**config.mk**
```make
export PLATFORM = sky130hd
export DESIGN_NAME = uart_rx_8n1
export DESIGN_NICKNAME = d
export VERILOG_FILES = /design/src/rtl/uart_pkg.sv /design/src/rtl/sync_2ff.sv /design/src/rtl/uart_rx_8n1.sv
export SDC_FILE = /design/constraint.sdc
export NUM_CORES = 1
export LEC_CHECK = 0
export ABC_AREA = 1
export CAP_MARGIN = 20
export CORE_ASPECT_RATIO = 0.7
export CORE_MARGIN = 5
export CORE_UTILIZATION = 45
export DETAILED_ROUTE_END_ITERATION = 10
export DONT_BUFFER_PORTS = 1
export PLACE_DENSITY_LB_ADDON = 0.05
export SLEW_MARGIN = 30
export SYNTH_ARGS = -nofsm -noshare
export SYNTH_HDL_FRONTEND = slang
export SYNTH_SLANG_ARGS = --single-unit
```
**constraint.sdc**
```tcl
create_clock -name clk -period 1.8 [get_ports clk]
set_clock_uncertainty 0.2 [all_clocks]
set_input_delay 0.36 -clock clk [delete_from_list [all_inputs] [get_ports clk]]
set_output_delay 0.36 -clock clk [all_outputs]
set_load 0.02 [all_outputs]
```
**src/rtl/uart_pkg.sv**
```systemverilog
// UART shared definitions: receiver state encoding and data width, reused by the future transmitter.
// Latency: none (declarations only).
// Backpressure: none (declarations only). Macro UART_RX_PARITY_EN adds the parity state.
package uart_pkg;

    localparam int UART_DATA_BITS = 8;

    typedef enum logic [2:0] {
        RX_IDLE      = 3'd0,
        RX_START     = 3'd1,
        RX_DATA      = 3'd2,
`ifdef UART_RX_PARITY_EN
        RX_PARITY    = 3'd3,
`endif
        RX_STOP      = 3'd4,
        RX_WAIT_IDLE = 3'd5
    } rx_state_t;

endpackage

```
**src/rtl/sync_2ff.sv**
```systemverilog
// Two-flop synchronizer bringing an asynchronous level into the clk domain.
// Latency: 2 clk cycles from d to q.
// Backpressure: none; q simply follows d.
module sync_2ff #(
    parameter logic RST_VAL = 1'b1
) (
    input  logic clk,
    input  logic reset_n,
    input  logic d,
    output logic q
);

    logic meta;

    // Two back-to-back flops; reset to the line's idle value so no false edge appears.
    always_ff @(posedge clk or negedge reset_n) begin
        if (!reset_n) begin
            meta <= RST_VAL;
            q    <= RST_VAL;
        end else begin
            meta <= d;
            q    <= meta;
        end
    end

endmodule

```
**src/rtl/uart_rx_8n1.sv**
```systemverilog
// UART receiver, 8 data bits LSB first, 1 stop bit; optional even parity with macro UART_RX_PARITY_EN.
// Latency: byte visible on data_out/rx_valid the edge the stop bit is sampled (mid stop bit + 3 cycles).
// Backpressure: none on the line; an unacknowledged byte is overwritten and overrun_err is set.
module uart_rx_8n1
    import uart_pkg::*;
#(
    parameter int CLKS_PER_BIT = 868
) (
    input  logic       clk,
    input  logic       reset_n,
    input  logic       rx,
    input  logic       rx_ack,
`ifdef UART_RX_PARITY_EN
    output logic       parity_err,
`endif
    output logic [UART_DATA_BITS-1:0] data_out,
    output logic       rx_valid,
    output logic       frame_err,
    output logic       overrun_err,
    output logic       busy
);

    localparam int TW = $clog2(CLKS_PER_BIT);
    localparam logic [TW-1:0] T_HALF = TW'(CLKS_PER_BIT / 2 - 1);
    localparam logic [TW-1:0] T_LAST = TW'(CLKS_PER_BIT - 1);

    localparam logic [2:0] S_IDLE      = RX_IDLE;
    localparam logic [2:0] S_START     = RX_START;
    localparam logic [2:0] S_DATA      = RX_DATA;
`ifdef UART_RX_PARITY_EN
    localparam logic [2:0] S_PARITY    = RX_PARITY;
    localparam logic [2:0] S_AFTER_DAT = RX_PARITY;
`else
    localparam logic [2:0] S_AFTER_DAT = RX_STOP;
`endif
    localparam logic [2:0] S_STOP      = RX_STOP;
    localparam logic [2:0] S_WAIT_IDLE = RX_WAIT_IDLE;

    logic [2:0]                state;
    logic [TW-1:0]             timer;
    logic [2:0]                bit_idx;
    logic [UART_DATA_BITS-1:0] shift_q;
    logic                      rx_s;
    logic                      rx_prev;
    logic                      byte_done;
    logic                      par_bad;

    sync_2ff #(.RST_VAL(1'b1)) u_sync (
        .clk     (clk),
        .reset_n (reset_n),
        .d       (rx),
        .q       (rx_s)
    );

`ifndef UART_RX_PARITY_EN
    assign par_bad = 1'b0;
`endif

    // A good stop bit with no parity failure completes a byte this cycle.
    assign byte_done = (state == S_STOP) && (timer == T_LAST) && rx_s && !par_bad;
    assign busy      = (state != S_IDLE);

    // Frame state machine: edge detect, mid-bit sampling, shift register and error pulses.
    always_ff @(posedge clk or negedge reset_n) begin
        if (!reset_n) begin
            state      <= S_IDLE;
            timer      <= '0;
            bit_idx    <= '0;
            shift_q    <= '0;
            rx_prev    <= 1'b1;
            frame_err  <= 1'b0;
`ifdef UART_RX_PARITY_EN
            parity_err <= 1'b0;
            par_bad    <= 1'b0;
`endif
        end else begin
            rx_prev    <= rx_s;
            frame_err  <= 1'b0;
`ifdef UART_RX_PARITY_EN
            parity_err <= 1'b0;
`endif
            case (state)
                S_IDLE: begin
                    if (rx_prev && !rx_s) begin
                        timer <= '0;
                        state <= S_START;
                    end
                end
                S_START: begin
                    if (timer == T_HALF) begin
                        timer <= '0;
                        if (rx_s) begin
                            state <= S_IDLE;
                        end else begin
                            bit_idx <= '0;
                            state   <= S_DATA;
                        end
                    end else begin
                        timer <= timer + 1'b1;
                    end
                end
                S_DATA: begin
                    if (timer == T_LAST) begin
                        timer   <= '0;
                        shift_q <= {rx_s, shift_q[UART_DATA_BITS-1:1]};
                        if (bit_idx == 3'd7) begin
                            state <= S_AFTER_DAT;
                        end else begin
                            bit_idx <= bit_idx + 1'b1;
                        end
                    end else begin
                        timer <= timer + 1'b1;
                    end
                end
`ifdef UART_RX_PARITY_EN
                S_PARITY: begin
                    if (timer == T_LAST) begin
                        timer      <= '0;
                        // Even parity: data ones plus parity bit must be even.
                        par_bad    <= (^shift_q) ^ rx_s;
                        parity_err <= (^shift_q) ^ rx_s;
                        state      <= S_STOP;
                    end else begin
                        timer <= timer + 1'b1;
                    end
                end
`endif
                S_STOP: begin
                    if (timer == T_LAST) begin
                        timer <= '0;
                        if (rx_s) begin
                            state <= S_IDLE;
                        end else begin
                            frame_err <= 1'b1;
                            state     <= S_WAIT_IDLE;
                        end
                    end else begin
                        timer <= timer + 1'b1;
                    end
                end
                S_WAIT_IDLE: begin
                    // Hold off until the line returns high so a break cannot start a frame.
                    if (rx_s) begin
                        state <= S_IDLE;
                    end
                end
                default: begin
                    state <= S_IDLE;
                end
            endcase
        end
    end

    // Output holding register: new byte wins over acknowledge; overwrite of an unread byte is sticky.
    always_ff @(posedge clk or negedge reset_n) begin
        if (!reset_n) begin
            data_out    <= '0;
            rx_valid    <= 1'b0;
            overrun_err <= 1'b0;
        end else if (byte_done) begin
            data_out    <= shift_q;
            rx_valid    <= 1'b1;
            overrun_err <= (rx_valid && !rx_ack) ? 1'b1 :
                           (rx_valid &&  rx_ack) ? 1'b0 : overrun_err;
        end else if (rx_valid && rx_ack) begin
            rx_valid    <= 1'b0;
            overrun_err <= 1'b0;
        end
    end

endmodule

```
# ---- After elaboration in Yosys (flattened, before gate mapping)
# Index checks and enable logic that the tools add are counted.
dict set report totals {
  ff_bits 38
  latch_bits 0
  ram_bits 0
  rom_bits 0
  input_bits 4
  output_inout_bits 12
  wordCells 71
  n_memories 0
}
dict set report classes {
  n_addsub 2
  n_mul 0
  div 0
  order_cmp 0
  n_eq_ne 15
  shift 0
  n_mux 26
  bitwise_logic 0
  n_reduce_logical 17
}
# operator n
set ops {}
lappend ops {{3-bit two-way mux} 11}
lappend ops {{10-bit two-way mux} 3}
lappend ops {{10-bit case mux with 3 select lines} 1}
lappend ops {{3-bit case mux with 5 select lines} 1}
lappend ops {{2-bit != test, second input constant} 6}
lappend ops {{10-bit by 1-bit adder with 10-bit output, second input constant} 1}
lappend ops {{10-bit == test, second input constant} 1}
lappend ops {{10-bit by 9-bit == test with 1-bit output, second input constant} 1}
lappend ops {{3-bit == test, second input constant} 3}
lappend ops {{1-bit two-way mux} 8}
lappend ops {{3-bit case mux with 2 select lines} 1}
lappend ops {{6-bit AND reduction} 1}
lappend ops {{3-bit nonzero test} 2}
lappend ops {{1-bit logical AND} 5}
lappend ops {{5-bit AND reduction} 1}
lappend ops {{2-bit by 1-bit != test with 1-bit output, second input constant} 2}
lappend ops {{2-bit AND reduction} 2}
lappend ops {{2-bit nonzero test} 2}
lappend ops {{3-bit by 1-bit adder with 3-bit output, second input constant} 1}
lappend ops {{3-bit by 1-bit == test with 1-bit output, second input constant} 1}
lappend ops {{3-bit by 2-bit == test with 1-bit output, second input constant} 1}
lappend ops {{3-bit zero test} 1}
lappend ops {{1-bit zero test} 2}
lappend ops {{2-bit two-way mux} 1}
lappend ops {{2-bit OR reduction} 1}

# ---- Logic depth before layout (Yosys ltp)
dict set report logic_depth {
  ltp_word 4
  ltp_mapped 10
  mapped_depth_nobuf 10
}

# ---- Cells and area by module
# A second synthesis with hierarchy kept.
dict set report unflattened {
  cells_unflattened 253
  area_unflattened_um2 2087.0
}
# module instances cells_each area_per_inst_um2 seq_area_each_um2
set modules_own_cells {}
lappend modules_own_cells {uart_rx_8n1 1 251 2034.5 902.1}
lappend modules_own_cells {sync_2ff 1 2 52.6 52.6}

# ---- Worst setup path after synthesis
# OpenSTA, ideal clock, no wires.
dict set report synth_timing {
  path_type {reg2reg}
  startpoint {register timer[0]}
  endpoint {register shift_q[1]}
  setup_ns 0.126
  t_arrival_ns 1.284
  t_required_ns 1.474
  slack_ns 0.189
  stages_incl_launch_ff 8
  n_path_buf 1
  period_less_slack_ns 1.611
  cell_sequence {dfrtp_1 > ha_1 > inv_1 > nor2_1 > nand3_2 > nor2_4 > buf_6 > o21ai_0}
}
dict set report synth_via {
  elab_chain_len 2
}
# item line
set synth_rtl {}
lappend synth_rtl {{from (decl)} uart_rx_8n1.sv:40} ;# logic [TW-1:0] timer;
lappend synth_rtl {{from (signal assigned)} uart_rx_8n1.sv:99} ;# timer <= timer + 1'b1;
lappend synth_rtl {{from (signal assigned)} uart_rx_8n1.sv:112} ;# timer <= timer + 1'b1;
lappend synth_rtl {{from (signal assigned)} uart_rx_8n1.sv:138} ;# timer <= timer + 1'b1;
lappend synth_rtl {{10-bit == test} uart_rx_8n1.sv:103} ;# if (timer == T_LAST) begin
lappend synth_rtl {{2-bit AND reduction (no line)} n/a}
lappend synth_rtl {{to (signal assigned)} uart_rx_8n1.sv:105} ;# shift_q <= {rx_s, shift_q[UART_DATA_BITS-1:1]};
lappend synth_rtl {{to (decl)} uart_rx_8n1.sv:42} ;# logic [UART_DATA_BITS-1:0] shift_q;
# Every way passes these cells.
# A chain may end at the register's enable or synchronous reset.

# ---- Worst setup path in the final report
dict set report layout_timing {
  startpoint {register state[1]}
  endpoint {output busy}
}
dict set report layout_via {
  elab_chain_len 1
}
# item line
set layout_rtl {}
lappend layout_rtl {{from (decl)} uart_rx_8n1.sv:39} ;# logic [2:0] state;
lappend layout_rtl {{from (signal assigned)} uart_rx_8n1.sv:66} ;# state <= S_IDLE;
lappend layout_rtl {{from (signal assigned)} uart_rx_8n1.sv:86} ;# state <= S_START;
lappend layout_rtl {{from (signal assigned)} uart_rx_8n1.sv:93} ;# state <= S_IDLE;
lappend layout_rtl {{3-bit nonzero test} uart_rx_8n1.sv:61} ;# assign busy = (state != S_IDLE);
lappend layout_rtl {{to (decl)} uart_rx_8n1.sv:20} ;# output logic busy
# Every way passes these cells.

==> results.json <==
{
  "status": "complete, no violations",
  "synth_fa_ha_area_share_pct": 2.48,
  "synth-xor-area-share_pct": 1.30,
  "dp_cells": 308,
  "avgRoutedWirePerCell_um": 12.5,
  "via_count": 1593,
  "insertion_delay_ps": 300,
  "hold_violations": 0,
  "dp_hpwl_mm": 2.97,
  "cts_sinks": 38,
  "worst_slack_ps": 58.8,
  "synth_compound_area_share_pct": 7.95,
  "min_path_type": "in -> reg",
  "num_antenna_cells": 0,
  "drc": 0,
  "r2r_slack_ps": 130,
  "synthFlopType": "dfrtp_1",
  "highest_layer": "met4",
  "synthArstFlopShare_pct": 100,
  "drtIter0Drc": 57,
  "cp-start-kind": "flop",
  "worstSetupPathType": "reg -> out",
  "synth_common_cells": "nand2_1, inv_1, dfrtp_1",
  "crit_end": "busy",
  "yosys-top-cells-area": "dfrtp_1, nand2_1, nand3_1",
  "slew_headroom_pct": 73.5,
  "first_global_vias": 1450,
  "synth_top_family_by_area": "simple AND/OR/NAND/NOR gates",
  "h-tree-depth": 2,
  "yosysSeqAreaShare_pct": 47.4,
  "synth_cells": 246,
  "final_antenna_net_count": 0,
  "placed_area_mm2": 0.00213,
  "utilization_pct": 54.2,
  "cts_tree": "done",
  "timing.final.crit_share_pct": 96.7,
  "yosys.area.top_type": "dfrtp_1",
  "fin_cells": 321,
  "drtPass1Iterations": 4,
  "area_growth_syn_to_layout_pct": 16.4,
  "yosysMostFrequentCell": "nand2_1",
  "cts_buffers": 5,
  "nNetsFinal": 273,
  "drt-met1-wl_mm": 2.12,
  "cts.clk_slew.worst_paths_ps": 70,
  "vias_per_cell": 4.96,
  "synth-edff-count": 0,
  "p_leak_nw": 1.19,
  "ys_seq_elements": 38,
  "ios": 16,
  "synth.avg_cell_area_um2": 8.19,
  "ir_drop_mv": 0.603,
  "max_freq_ghz": 0.574,
  "die_y_um": 66.0,
  "critPathCaptureType": "primary output",
  "start_util_pct": 46.5,
  "fin_area_mm2": 0.00234,
  "cap_viol_max_count": 0,
  "overflow": 0,
  "antenna_found_initial": 0,
  "cts_root_buffer": "clkbuf_8",
  "dieWidth_um": 90.0,
  "synth-simple-area-share_pct": 32.5,
  "synth_top_area_share_pct": 43.5,
  "drive_gt1_share_pct": 21.1,
  "core_mm2": 0.00433,
  "rsz0062_at_grt": "true",
  "gp_congestion": 0.868,
  "crit_arrival_ps": 1180,
  "clk_path_buf_depth": 2,
  "routed-wl-met2_mm": 1.57,
  "dr_wl_met3_um": 247,
  "power.density_mw_per_mm2": 1160,
  "grt_use_total_pct": 14.9,
  "drt_wl_total_mm": 4.03,
  "synth.distinct_cells": 23,
  "final_max_slew_viol_count": 0,
  "synth_mux_area_share_pct": 0,
  "grt_pass1_wl_mm": 6.91,
  "rows": 20,
  "cp-startpoint": "state[1]",
  "total_power_w": 0.00273,
  "post-route-min-period_ps": 1740,
  "die-area_mm2": 0.00594,
  "yosysWarnings": 0,
  "worstMarginPinSlew_ps": 396,
  "syn_nets": 254,
  "place_ws_ps": 39.3,
  "grt_start_max_net_pins": 39,
  "reg2reg_from": "timer[1]",
  "syn_area_mm2": 0.00201,
  "port_buffers": 0,
  "setup_viol": 0,
  "required_ps": 1240,
  "r2r_end": "bit_idx[1]",
  "rr_worst_depth": 9,
  "cp_max_fo": 4
}
## power breakdown
| group | internal [W] | switching [W] |
|---|---|---|
| clock network | 0.000591 | 0.000308 |
| registers | 0.000927 | 0.0000777 |
| logic | 0.000287 | 0.000540 |
| total | 0.00181 | 0.000925 |
## worst min path at each step
stage	from	to	slack, ps	cells after the start
after floorplan	reset_n	async pin	-140	0
after global placement	reset_n	timer[9]	-130	0
after detailed placement	reset_n	timer[1]	-130	0
after CTS	rx_ack	rx_valid	60	3
after global routing	rx_ack	flop	100	3
final	rx_ack	flop	60	3
## per-stage QoR
stage | hold WS [ps] | setup TNS, ps
floorplan | -136 | 0
global placement | -134 | 0
detailed placement | -134 | 0
CTS | 57.6 | 0
global route | 104 | -80.5
finish | 62.6 | 0
## layout by cell type, fill, tap and decap left out, drive strengths merged
| cell type | count |
|---|---|
| buf | 12 |
| nor2 | 14 |
| nand3 | 32 |
| nand4 | 11 |
| nand2 | 77 |
| bufinv | 2 |
| dfrtp | 35 |
| o21ai | 23 |
| dlygate4sd3 | 2 |
| ha | 4 |
| o21bai | 1 |
| nor3 | 2 |
| xor2 | 3 |
| dfstp | 3 |
| clkbuf | 6 |
| inv | 39 |
## flip-flops by register name, summed over array words and instances (netlist names), named ones only
register,count
bit_idx,3
data_out,8
state,3
shift_q,8
u_sync.q,1
timer,10
rx_prev,1
frame_err,1
u_sync.meta,1
rx_valid,1
## worst max-delay path: stages, from the launching register on
cell     delay, ps
dfrtp_2        440
nor2_2         170
nand2_1        100
buf_4          170
## layout make-up
type	instances	area, µm²
Clock inverter	2	60.1
Inverter	39	146
Timing Repair Buffer	14	135
Tap cell	55	68.8
Clock buffer	6	82.6
Fill cell	423	1980
Sequential cell	38	956
Multi-Input combinational cell	167	896
## cell families after synthesis
group / after synthesis
flip-flops: 38
adder cells (fa/ha/maj): 4
AND/OR/NAND/NOR: 136
XOR/XNOR: 3
buffers and inverters: 41
AO/OA/AOI/OAI: 24
## metal layers
metal,global-route usage (%),up-vias
met1,22.2,727
li1,-,828
met5,0,-
met2,19.7,30
met4,7.81,0
met3,3.75,8
## what timing repair did
item,in CTS,in global routing
hold buffers,3,0
endpoints found under the setup margin,0,24
setup buffers,0,2
gates resized for setup,0,4
endpoints found under the hold margin,39,0
Note: power is estimated with default switching activity, not from simulation.
